**src/rtl/divider_sequencer_pkg.sv**
```systemverilog
// Shared types and constants for the divider sequencer: FSM states,
// default operand width and the quotient reported on a zero divisor.
package divider_sequencer_pkg;

    localparam int DEF_NUM_BITS = 24;

    localparam logic [DEF_NUM_BITS-1:0] DZ_QUOTIENT = {DEF_NUM_BITS{1'b1}};

    typedef enum logic [1:0] {
        ST_IDLE = 2'd0,
        ST_LOAD = 2'd1,
        ST_RUN  = 2'd2,
        ST_RESP = 2'd3
    } state_t;

endpackage

```
**src/rtl/divider_sequencer_if.sv**
```systemverilog
// Bundle of the two requester handshakes plus the divider-core control/data
// lines; the sequencer takes the slave view, the client/core side the master view.
interface divider_sequencer_if
    import divider_sequencer_pkg::*;
#(
    parameter int C_NUM_BITS = DEF_NUM_BITS
);
    logic                  req0_v;
    logic [C_NUM_BITS-1:0] req0_a;
    logic [C_NUM_BITS-1:0] req0_b;
    logic                  req0_rdy;
    logic                  rsp0_v;
    logic [C_NUM_BITS-1:0] rsp0_q;
    logic                  rsp0_dz;
    logic                  rsp0_ack;

    logic                  req1_v;
    logic [C_NUM_BITS-1:0] req1_a;
    logic [C_NUM_BITS-1:0] req1_b;
    logic                  req1_rdy;
    logic                  rsp1_v;
    logic [C_NUM_BITS-1:0] rsp1_q;
    logic                  rsp1_dz;
    logic                  rsp1_ack;

    logic                  div_ld;
    logic                  div_e;
    logic [C_NUM_BITS-1:0] div_a;
    logic [C_NUM_BITS-1:0] div_b;
    logic [C_NUM_BITS-1:0] div_q;
    logic                  busy;

    modport slave (
        input  req0_v, req0_a, req0_b, rsp0_ack,
        input  req1_v, req1_a, req1_b, rsp1_ack,
        input  div_q,
        output req0_rdy, rsp0_v, rsp0_q, rsp0_dz,
        output req1_rdy, rsp1_v, rsp1_q, rsp1_dz,
        output div_ld, div_e, div_a, div_b, busy
    );

    modport master (
        output req0_v, req0_a, req0_b, rsp0_ack,
        output req1_v, req1_a, req1_b, rsp1_ack,
        output div_q,
        input  req0_rdy, rsp0_v, rsp0_q, rsp0_dz,
        input  req1_rdy, rsp1_v, rsp1_q, rsp1_dz,
        input  div_ld, div_e, div_a, div_b, busy
    );

endinterface

```
**src/rtl/divider_sequencer_rr_arbiter_2.sv**
```systemverilog
// Two-way round-robin readiness: a requester is offered the slot unless the
// other one is also asking and was not the most recently served.
module rr_arbiter_2 (
    input  logic req0_v,
    input  logic req1_v,
    input  logic last_served,
    input  logic enable,
    output logic gnt0,
    output logic gnt1
);

    // gntn deliberately ignores reqn_v so readiness never waits on its own valid
    assign gnt0 = enable & (~req1_v | last_served);
    assign gnt1 = enable & (~req0_v | ~last_served);

endmodule

```
**src/rtl/divider_sequencer.sv**
```systemverilog
// Shares one iterative divider core between two requesters: arbitrates,
// latches operands, sequences load/enable for C_STEPS cycles and returns the quotient.
module divider_sequencer
    import divider_sequencer_pkg::*;
#(
    parameter int C_NUM_BITS = DEF_NUM_BITS,
    parameter int C_STEPS    = 24,
    parameter int C_CNT_W    = 5
) (
    input  logic                 CK,
    input  logic                 R,
    divider_sequencer_if.slave   bus
);

    state_t                state_r, next_state_s;
    logic [C_CNT_W-1:0]    cnt_r;
    logic                  last_served_r, owner_r, next_owner_s;
    logic                  gnt0_s, gnt1_s, acc0_s, acc1_s, acc_s;
    logic [C_NUM_BITS-1:0] sel_a_s, sel_b_s;
    logic                  sel_dz_s, ack_s, last_step_s;
    logic                  res_we_s, res_sel_s, res_dz_s;
    logic [C_NUM_BITS-1:0] res_q_s;
    logic                  div_ld_r, div_e_r, busy_r, rsp0_v_r, rsp1_v_r;
    logic [C_NUM_BITS-1:0] div_a_r, div_b_r, rsp0_q_r, rsp1_q_r;
    logic                  rsp0_dz_r, rsp1_dz_r;

    rr_arbiter_2 u_arb (
        .req0_v      (bus.req0_v),
        .req1_v      (bus.req1_v),
        .last_served (last_served_r),
        .enable      ((state_r == ST_IDLE) & ~R),
        .gnt0        (gnt0_s),
        .gnt1        (gnt1_s)
    );

    // Accept decode, operand select and result-write steering
    always_comb begin
        acc0_s      = gnt0_s & bus.req0_v;
        acc1_s      = gnt1_s & bus.req1_v;
        acc_s       = acc0_s | acc1_s;
        sel_a_s     = acc1_s ? bus.req1_a : bus.req0_a;
        sel_b_s     = acc1_s ? bus.req1_b : bus.req0_b;
        sel_dz_s    = (sel_b_s == {C_NUM_BITS{1'b0}});
        ack_s       = owner_r ? bus.rsp1_ack : bus.rsp0_ack;
        last_step_s = (cnt_r == C_CNT_W'(C_STEPS - 1));
        res_we_s    = (acc_s & sel_dz_s) | ((state_r == ST_RUN) & last_step_s);
        res_sel_s   = acc_s ? acc1_s : owner_r;
        res_q_s     = acc_s ? DZ_QUOTIENT : bus.div_q;
        res_dz_s    = acc_s;
    end

    // Next-state and next-owner logic
    always_comb begin
        next_state_s = state_r;
        next_owner_s = owner_r;
        case (state_r)
            ST_IDLE: begin
                if (acc_s) begin
                    next_owner_s = acc1_s;
                    next_state_s = sel_dz_s ? ST_RESP : ST_LOAD;
                end else begin
                    next_state_s = ST_IDLE;
                end
            end
            ST_LOAD: next_state_s = ST_RUN;
            ST_RUN:  next_state_s = last_step_s ? ST_RESP : ST_RUN;
            ST_RESP: next_state_s = ack_s ? ST_IDLE : ST_RESP;
            default: next_state_s = ST_IDLE;
        endcase
    end

    // Control state, step counter and registered handshake/core-control outputs
    always_ff @(posedge CK) begin
        if (R) begin
            state_r       <= ST_IDLE;
            owner_r       <= 1'b0;
            last_served_r <= 1'b1;
            cnt_r         <= {C_CNT_W{1'b0}};
            div_ld_r      <= 1'b0;
            div_e_r       <= 1'b0;
            busy_r        <= 1'b0;
            rsp0_v_r      <= 1'b0;
            rsp1_v_r      <= 1'b0;
        end else begin
            state_r  <= next_state_s;
            owner_r  <= next_owner_s;
            if (acc_s) begin
                last_served_r <= acc1_s;
            end
            cnt_r    <= (state_r == ST_RUN) ? cnt_r + C_CNT_W'(1) : {C_CNT_W{1'b0}};
            div_ld_r <= (next_state_s == ST_LOAD);
            div_e_r  <= (next_state_s == ST_LOAD) | (next_state_s == ST_RUN);
            busy_r   <= (next_state_s != ST_IDLE);
            rsp0_v_r <= (next_state_s == ST_RESP) & ~next_owner_s;
            rsp1_v_r <= (next_state_s == ST_RESP) & next_owner_s;
        end
    end

    // Operand latches and per-requester result registers (kept after ACK)
    always_ff @(posedge CK) begin
        if (R) begin
            div_a_r   <= {C_NUM_BITS{1'b0}};
            div_b_r   <= {C_NUM_BITS{1'b0}};
            rsp0_q_r  <= {C_NUM_BITS{1'b0}};
            rsp1_q_r  <= {C_NUM_BITS{1'b0}};
            rsp0_dz_r <= 1'b0;
            rsp1_dz_r <= 1'b0;
        end else begin
            if (acc_s) begin
                div_a_r <= sel_a_s;
                div_b_r <= sel_b_s;
            end
            if (res_we_s & ~res_sel_s) begin
                rsp0_q_r  <= res_q_s;
                rsp0_dz_r <= res_dz_s;
            end
            if (res_we_s & res_sel_s) begin
                rsp1_q_r  <= res_q_s;
                rsp1_dz_r <= res_dz_s;
            end
        end
    end

    assign bus.req0_rdy = gnt0_s;
    assign bus.req1_rdy = gnt1_s;
    assign bus.rsp0_v   = rsp0_v_r;
    assign bus.rsp1_v   = rsp1_v_r;
    assign bus.rsp0_q   = rsp0_q_r;
    assign bus.rsp1_q   = rsp1_q_r;
    assign bus.rsp0_dz  = rsp0_dz_r;
    assign bus.rsp1_dz  = rsp1_dz_r;
    assign bus.div_ld   = div_ld_r;
    assign bus.div_e    = div_e_r;
    assign bus.div_a    = div_a_r;
    assign bus.div_b    = div_b_r;
    assign bus.busy     = busy_r;

endmodule

```
**src/flat_wrapper.sv**
```systemverilog
// flat-port wrapper written by rule: the top's interface ports become plain ports
module divider_sequencer_flat import divider_sequencer_pkg::*;
#(
    parameter int C_NUM_BITS = DEF_NUM_BITS,
    parameter int C_STEPS    = 24,
    parameter int C_CNT_W    = 5
)
  (CK, R, bus_req0_v, bus_req0_a, bus_req0_b, bus_rsp0_ack, bus_req1_v, bus_req1_a, bus_req1_b, bus_rsp1_ack, bus_div_q, bus_req0_rdy, bus_rsp0_v, bus_rsp0_q, bus_rsp0_dz, bus_req1_rdy, bus_rsp1_v, bus_rsp1_q, bus_rsp1_dz, bus_div_ld, bus_div_e, bus_div_a, bus_div_b, bus_busy);
  divider_sequencer_if #(.C_NUM_BITS(C_NUM_BITS)) bus_i ();
  input  logic CK;
  input  logic R;
  input wire logic [$bits(bus_i.req0_v)-1:0] bus_req0_v;
  input wire logic [$bits(bus_i.req0_a)-1:0] bus_req0_a;
  input wire logic [$bits(bus_i.req0_b)-1:0] bus_req0_b;
  input wire logic [$bits(bus_i.rsp0_ack)-1:0] bus_rsp0_ack;
  input wire logic [$bits(bus_i.req1_v)-1:0] bus_req1_v;
  input wire logic [$bits(bus_i.req1_a)-1:0] bus_req1_a;
  input wire logic [$bits(bus_i.req1_b)-1:0] bus_req1_b;
  input wire logic [$bits(bus_i.rsp1_ack)-1:0] bus_rsp1_ack;
  input wire logic [$bits(bus_i.div_q)-1:0] bus_div_q;
  output wire logic [$bits(bus_i.req0_rdy)-1:0] bus_req0_rdy;
  output wire logic [$bits(bus_i.rsp0_v)-1:0] bus_rsp0_v;
  output wire logic [$bits(bus_i.rsp0_q)-1:0] bus_rsp0_q;
  output wire logic [$bits(bus_i.rsp0_dz)-1:0] bus_rsp0_dz;
  output wire logic [$bits(bus_i.req1_rdy)-1:0] bus_req1_rdy;
  output wire logic [$bits(bus_i.rsp1_v)-1:0] bus_rsp1_v;
  output wire logic [$bits(bus_i.rsp1_q)-1:0] bus_rsp1_q;
  output wire logic [$bits(bus_i.rsp1_dz)-1:0] bus_rsp1_dz;
  output wire logic [$bits(bus_i.div_ld)-1:0] bus_div_ld;
  output wire logic [$bits(bus_i.div_e)-1:0] bus_div_e;
  output wire logic [$bits(bus_i.div_a)-1:0] bus_div_a;
  output wire logic [$bits(bus_i.div_b)-1:0] bus_div_b;
  output wire logic [$bits(bus_i.busy)-1:0] bus_busy;
  assign bus_i.req0_v = bus_req0_v;
  assign bus_i.req0_a = bus_req0_a;
  assign bus_i.req0_b = bus_req0_b;
  assign bus_i.rsp0_ack = bus_rsp0_ack;
  assign bus_i.req1_v = bus_req1_v;
  assign bus_i.req1_a = bus_req1_a;
  assign bus_i.req1_b = bus_req1_b;
  assign bus_i.rsp1_ack = bus_rsp1_ack;
  assign bus_i.div_q = bus_div_q;
  assign bus_req0_rdy = bus_i.req0_rdy;
  assign bus_rsp0_v = bus_i.rsp0_v;
  assign bus_rsp0_q = bus_i.rsp0_q;
  assign bus_rsp0_dz = bus_i.rsp0_dz;
  assign bus_req1_rdy = bus_i.req1_rdy;
  assign bus_rsp1_v = bus_i.rsp1_v;
  assign bus_rsp1_q = bus_i.rsp1_q;
  assign bus_rsp1_dz = bus_i.rsp1_dz;
  assign bus_div_ld = bus_i.div_ld;
  assign bus_div_e = bus_i.div_e;
  assign bus_div_a = bus_i.div_a;
  assign bus_div_b = bus_i.div_b;
  assign bus_busy = bus_i.busy;
  divider_sequencer #(.C_NUM_BITS(C_NUM_BITS), .C_STEPS(C_STEPS), .C_CNT_W(C_CNT_W)) u_core (.CK(CK), .R(R), .bus(bus_i));
endmodule
```
**config.mk**
```make
export PLATFORM = sky130hd
export DESIGN_NAME = divider_sequencer_flat
export DESIGN_NICKNAME = d
export VERILOG_FILES = /design/src/rtl/divider_sequencer_pkg.sv /design/src/rtl/divider_sequencer_if.sv /design/src/rtl/divider_sequencer_rr_arbiter_2.sv /design/src/rtl/divider_sequencer.sv /design/src/flat_wrapper.sv
export SDC_FILE = /design/constraint.sdc
export NUM_CORES = 1
export LEC_CHECK = 0
export ABC_CLOCK_PERIOD_IN_PS = 2800
export CAP_MARGIN = 40
export CORE_MARGIN = 1.5
export CORE_UTILIZATION = 42
export DETAILED_ROUTE_END_ITERATION = 12
export HOLD_SLACK_MARGIN = 0.02
export PLACE_DENSITY = 0.81
export SYNTH_ARGS = -nofsm -noshare
export SYNTH_HDL_FRONTEND = slang
export SYNTH_SLANG_ARGS = --single-unit
```
**constraint.sdc**
```tcl
create_clock -name CK -period 2.8 [get_ports CK]
set_input_delay 0.56 -clock CK [delete_from_list [all_inputs] [get_ports CK]]
set_output_delay 0.56 -clock CK [all_outputs]
set_load 0.05 [all_outputs]
```
### Word level (Yosys, flattened, before mapping)

Index checks and enable logic that the tools add are counted.

* register bits after elaboration: 112
* bits of input ports: 126
* output and inout port bits: 105
* logic and storage cells: 61

* $add $sub $neg: 1
* equal/unequal tests: 7
* muxes and demuxes: 11
* bitwise operators: 23
* reductions and logical operators: 4

Operators by type and width (number)
* two-way mux 24 bit: 3
* logical NOT 24 bit: 1
* bitwise AND 1 bit: 11
* equality test 2 bit, second input constant: 4
* one-hot mux 2 bit (4 select lines): 1
* NOT 1 bit: 7
* two-way mux 2 bit: 3
* adder 5 x 1 -> 5 bit, second input constant: 1
* equality test 5 bit, second input constant: 1
* OR 1 bit: 5
* equality test 2 x 1 -> 1 bit, second input constant: 2
* two-way mux 1 bit: 4
* logical NOT 2 bit: 1
* nonzero test 2 bit: 1
* OR reduction 2 bit: 1

### Logic depth before layout (Yosys ltp)

* depth after elaboration: 11
* gate-level depth with buffers: 10

### Modules after synthesis

A second synthesis with hierarchy kept.

* cell total of the unflattened synthesis: 552
* area, all modules: 4947.2 um2

By module, submodules not included
* divider_sequencer: times used 1, cells each 549, area an instance 4928.5 um2, sequential area each 2242.2 um2
* rr_arbiter_2: times used 1, cells each 3, area an instance 18.8 um2, sequential area each 0.0 um2

### Worst setup path before layout

No wires, ideal clock.

* path kind: input-to-reg
* start point: input port R
* end point: register u_core.rsp0_q_r[12], in the netlist u_core.bus.rsp0_q[12]
* library setup time: 0.079 ns
* data arrival time: 2.447 ns
* path slack: 0.274 ns
* stages on the path: 8
* path buffers: 3
* cells stage by stage: clkbuf_1 -> or3_1 -> nor2_1 -> nand2_1 -> or2_1 -> buf_2 -> buf_6 -> o211ai_1

* elaborated cells on any way between the ends: 15
* those cells by class: mux (3); bitwise (11); reduce/logical (1)

RTL lines
* start, declared: line flat_wrapper.sv:11 `input logic R;`
* NOT 1 bit *: line divider_sequencer.sv:31 `.enable ((state_r == ST_IDLE) & ~R),`
* bitwise AND 1 bit *: line divider_sequencer.sv:31
* bitwise AND 1 bit *: line divider_sequencer_rr_arbiter_2.sv:13 `assign gnt0 = enable & (~req1_v | last_served);`
* net bus_req0_rdy: line flat_wrapper.sv:21 `output wire logic [$bits(bus_i.req0_rdy)-1:0] bus_req0_rdy;`
* bitwise AND 1 bit *: line divider_sequencer.sv:38 `acc0_s = gnt0_s & bus.req0_v;`
* OR 1 bit *: line divider_sequencer.sv:40 `acc_s = acc0_s | acc1_s;`
* bitwise AND 1 bit or two-way mux 1 bit (tied branches): line divider_sequencer.sv:46, divider_sequencer.sv:47
* OR 1 bit or NOT 1 bit (tied branches): line divider_sequencer.sv:46, divider_sequencer.sv:113
* bitwise AND 1 bit: line divider_sequencer.sv:113 `if (res_we_s & ~res_sel_s) begin`
* end signal, assigned: line divider_sequencer.sv:104 `rsp0_q_r <= {C_NUM_BITS{1'b0}};`
* end signal, assigned: line divider_sequencer.sv:114 `rsp0_q_r <= res_q_s;`
* end, declared: line divider_sequencer.sv:24 `logic [C_NUM_BITS-1:0] div_a_r, div_b_r, rsp0_q_r, rsp1_q_r;`

Mark *: on every way through the listed nets, which the timed path passes. The rest lies on a longest branch.
A chain may end at the register's enable or synchronous reset.

### Worst setup path in the final report

* start point: input port bus_req1_b[22]
* end point: register u_core.div_e_r, in the netlist u_core.bus.div_e

* word-level cells in the longest chain between the ends: 7
* elaborated cells on any way between the ends: 8
* those cells by class: eq/ne (2); mux (4); bitwise (1); reduce/logical (1)

RTL lines
* start, declared: line flat_wrapper.sv:18 `input wire logic [$bits(bus_i.req1_b)-1:0] bus_req1_b;`
* two-way mux 24 bit *: line divider_sequencer.sv:42 `sel_b_s = acc1_s ? bus.req1_b : bus.req0_b;`
* logical NOT 24 bit *: line divider_sequencer.sv:43 `sel_dz_s = (sel_b_s == {C_NUM_BITS{1'b0}});`
* two-way mux 2 bit *: line divider_sequencer.sv:60 `next_state_s = sel_dz_s ? ST_RESP : ST_LOAD;`
* two-way mux 2 bit *: line divider_sequencer.sv:58 `if (acc_s) begin`
* one-hot mux 2 bit (4 select lines) *: line divider_sequencer.sv:56 `case (state_r)`
* net u_core.next_state_s[1]: line divider_sequencer.sv:15 `state_t state_r, next_state_s;`
* equality test 2 x 1 -> 1 bit or equality test 2 bit (tied branches): line divider_sequencer.sv:92 `div_e_r <= (next_state_s == ST_LOAD) | (next_state_s == ST_RUN);`
* OR 1 bit *: line divider_sequencer.sv:92
* end signal, assigned: line divider_sequencer.sv:92
* end, declared: line divider_sequencer.sv:23 `logic div_ld_r, div_e_r, busy_r, rsp0_v_r, rsp1_v_r;`

Marked as above.

==> out/qor.csv <==
metric,value,unit
cts_tree,yes,
fin_crit,2.58,ns
die_width,114,µm
irDropWorstVdd,0.301,mV
crit_required,3.04,ns
syn2layout_area_growth,53.6,%
multi_input_area,2620,µm²
met3_usage,7.49,%
cts_buffers,9,
fin_util,65.9,%
p_leak,2.78,nW
min_delay_worst_endpoint,u_core.state_r[0],
layout_common_cells,"227 x clkdlybuf4s50_1, 112 x dfxtp_1, 87 x nor2_1, 72 x nand2_1, 50 x nand3_1",
vias,5633,
synth-xor-area-share,0.512,%
numClockSinks,112,
timing.fmax,387,MHz
die_h,114,µm
worstHoldStart,R,
finalPower,0.00400,W
timing.rr.end,u_core.bus.rsp1_q[23],
grt_max_degree,73,
grt_pass1_vias,5501,
htree_num_levels,3,
ff2ff_path_depth,6,
top_usage_layer,met2,
rsz0062_at_grt,no,
muxShareOfSynthArea,0.585,%
io_buffers,230,
r2r-start,u_core.last_served_r,
finalHoldViolCount,0,
io_pins,231,
drtPass1Iterations,5,
path_clk_slew,0.07,ns
nets,962,
hold_ws,0.446,ns
tightest_slew,0.652,ns
cp_cell_sequence,clkdlybuf4s50_1 -> nor4_1 -> nand4_1 -> mux2i_1 -> buf_4 -> nand3_4 -> o2bb2ai_1 -> inv_1 -> ha_1 -> nor2b_1,
cts_hold_buf,0,
avgSynthCellArea,8.06,µm²
diodes,0,
max_stage_delay,0.61,ns
maxSlewHeadroom,56.1,%
grt_first_pass_wirelength,27.6,mm
initial_utilization,42.9,%
r2r_setup_slack,0.65,ns
placement_rows,40,
clockBufferDepth,2,
drive_gt1_share,5.14,%
power.density,507,nW/µm²
ys.flop_type,dfxtp_1,
syn_nets,767,
worstSetupPathType,primary input to flop,
cp_num_buf_inv,3,
cp_data_arrival_time,2.83,ns
cp-end-kind,flop,
finalSetupViolations,0,
slew_viol_final,0,
yosysWarnings,0,
synth_adder_area_share,0.975,%
synth_top_family_by_area,simple AND/OR/NAND/NOR gates,
stdcell_area,7880,µm²
wirelength,17.5,mm
synth-seq-cells,112,
clk_latency,0.35,ns
async_reset_ff_share,0,%
drc,0,
critical-path-top-delay-family,simple AND/OR/NAND/NOR gates,
drt-vias-per-instance,5.72,
dpl_cell_area,7600,µm²
dieArea,12900,µm²
gp_congestion,0.929,
use_met2,46.6,%
ctsResizeCount,0,
hold_depth,2,
post_cts_buffers,0,
grt_overflow,0,
synth_compound_area_share,22.7,%
use_met1,31.3,%
dp_hpwl,12.5,mm
yosysSeqAreaShare,43.7,%
synth-edff-count,0,
netlist_area,5130,µm²
fin_cells,984,
period_share,92.3,%
yosysUniqueCellTypes,43,
hold_class,primary input to flop,
antenna_found_initial,0,
track_usage,27.0,%
numPlacedInstances,968,
postRouteAntennaNets,0,
wire_per_inst,17.7,µm
root_buffer,clkbuf_16,
layout_commonest_cell,clkdlybuf4s50_1,
cp-start-kind,primary input,
synthCells,637,
design.core.area,12000,µm²
outcome,finished clean,
critical_path.max_fanout,4,
max-cap-violations,0,
yosys.area_share.simple,25.9,%
dr.first_iter.drc_count,388,
skew,0.00572,ns
ff_latch_area,2240,µm²
cp_slowest_cell,nor4_1,
fillCellCount,1014,
-- stage by stage --
stage                     setup slack [ns]  TNS, ns
after CTS                            0.245        0
after detailed placement            -0.131    -1.13
after floorplan                      0.274        0
after global routing                 0.105        0
final                                0.216        0
after global placement              -0.120   -0.341
-- where the power goes --
part	total (W)	internal [W]	switching [W]	leakage, nW
combinational	0.00101	0.000408	0.000600	1.73
sequential	0.00172	0.00167	0.0000473	0.913
clock	0.00127	0.000692	0.000579	0.140
-- flip-flops by register name, summed over array words and instances (netlist names) --
name and flops:
u_core.bus.rsp1_q 24, u_core.bus.busy 1, u_core.bus.rsp0_v 1, u_core.bus.div_e 1, u_core.owner_r 1, u_core.bus.div_b 24, u_core.bus.div_ld 1, u_core.bus.rsp0_q 24
u_core.bus.rsp1_v 1, u_core.cnt_r 5, u_core.state_r 2, u_core.bus.rsp0_dz 1, u_core.bus.rsp1_dz 1, u_core.last_served_r 1, u_core.bus.div_a 24
-- metal layers --
metal	routed length, µm	vias to the layer above
met3	1490	35
li1	-	2703
met1	6770	2632
met4	546	0
met5	0	-
met2	8660	263
-- area by class of cell --
class                           count  area share, %
Multi-Input combinational cell    458           33.2
Timing Repair Buffer              248           32.3
Sequential cell                   112           28.5
Clock buffer                       12           3.00
Tap cell                          147           2.33
Clock inverter                      4          0.572
Inverter                            3          0.143
-- Yosys cell counts, types with 16 or more instances --
master / instances / area (µm²)
dfxtp_1: 112 / 2240
nor2_1: 89 / 334
nand2_1: 73 / 274
nand3_1: 50 / 250
a311oi_1: 47 / 412
o21ai_0: 47 / 235
clkbuf_1: 41 / 154
a21oi_1: 29 / 145
nand4b_1: 18 / 158
o211ai_1: 18 / 135
buf_2: 16 / 80.1
nor3_1: 16 / 80.1
-- worst max path at each step --
stage	cells after the start	to	slack (ns)	from
after CTS	10	u_core.bus.div_e	0.25	bus_req1_b[22]
after global routing	9	u_core.bus.rsp0_q[13]	0.10	bus_req1_b[21]
after global placement	10	u_core.bus.div_e	-0.12	bus_req1_b[22]
after detailed placement	10	u_core.bus.div_e	-0.13	bus_req1_b[22]
after floorplan	8	u_core.bus.rsp0_q[12]	0.27	R
final	10	u_core.bus.div_e	0.22	bus_req1_b[22]
-- cells by family after synthesis --
logic type | after synthesis
compound gates | 171
xor+xnor | 3
fa+ha+maj | 4
buf+inv | 67
flops | 112
mux | 3
simple gates | 277
Note: power is estimated with default switching activity, not from simulation.
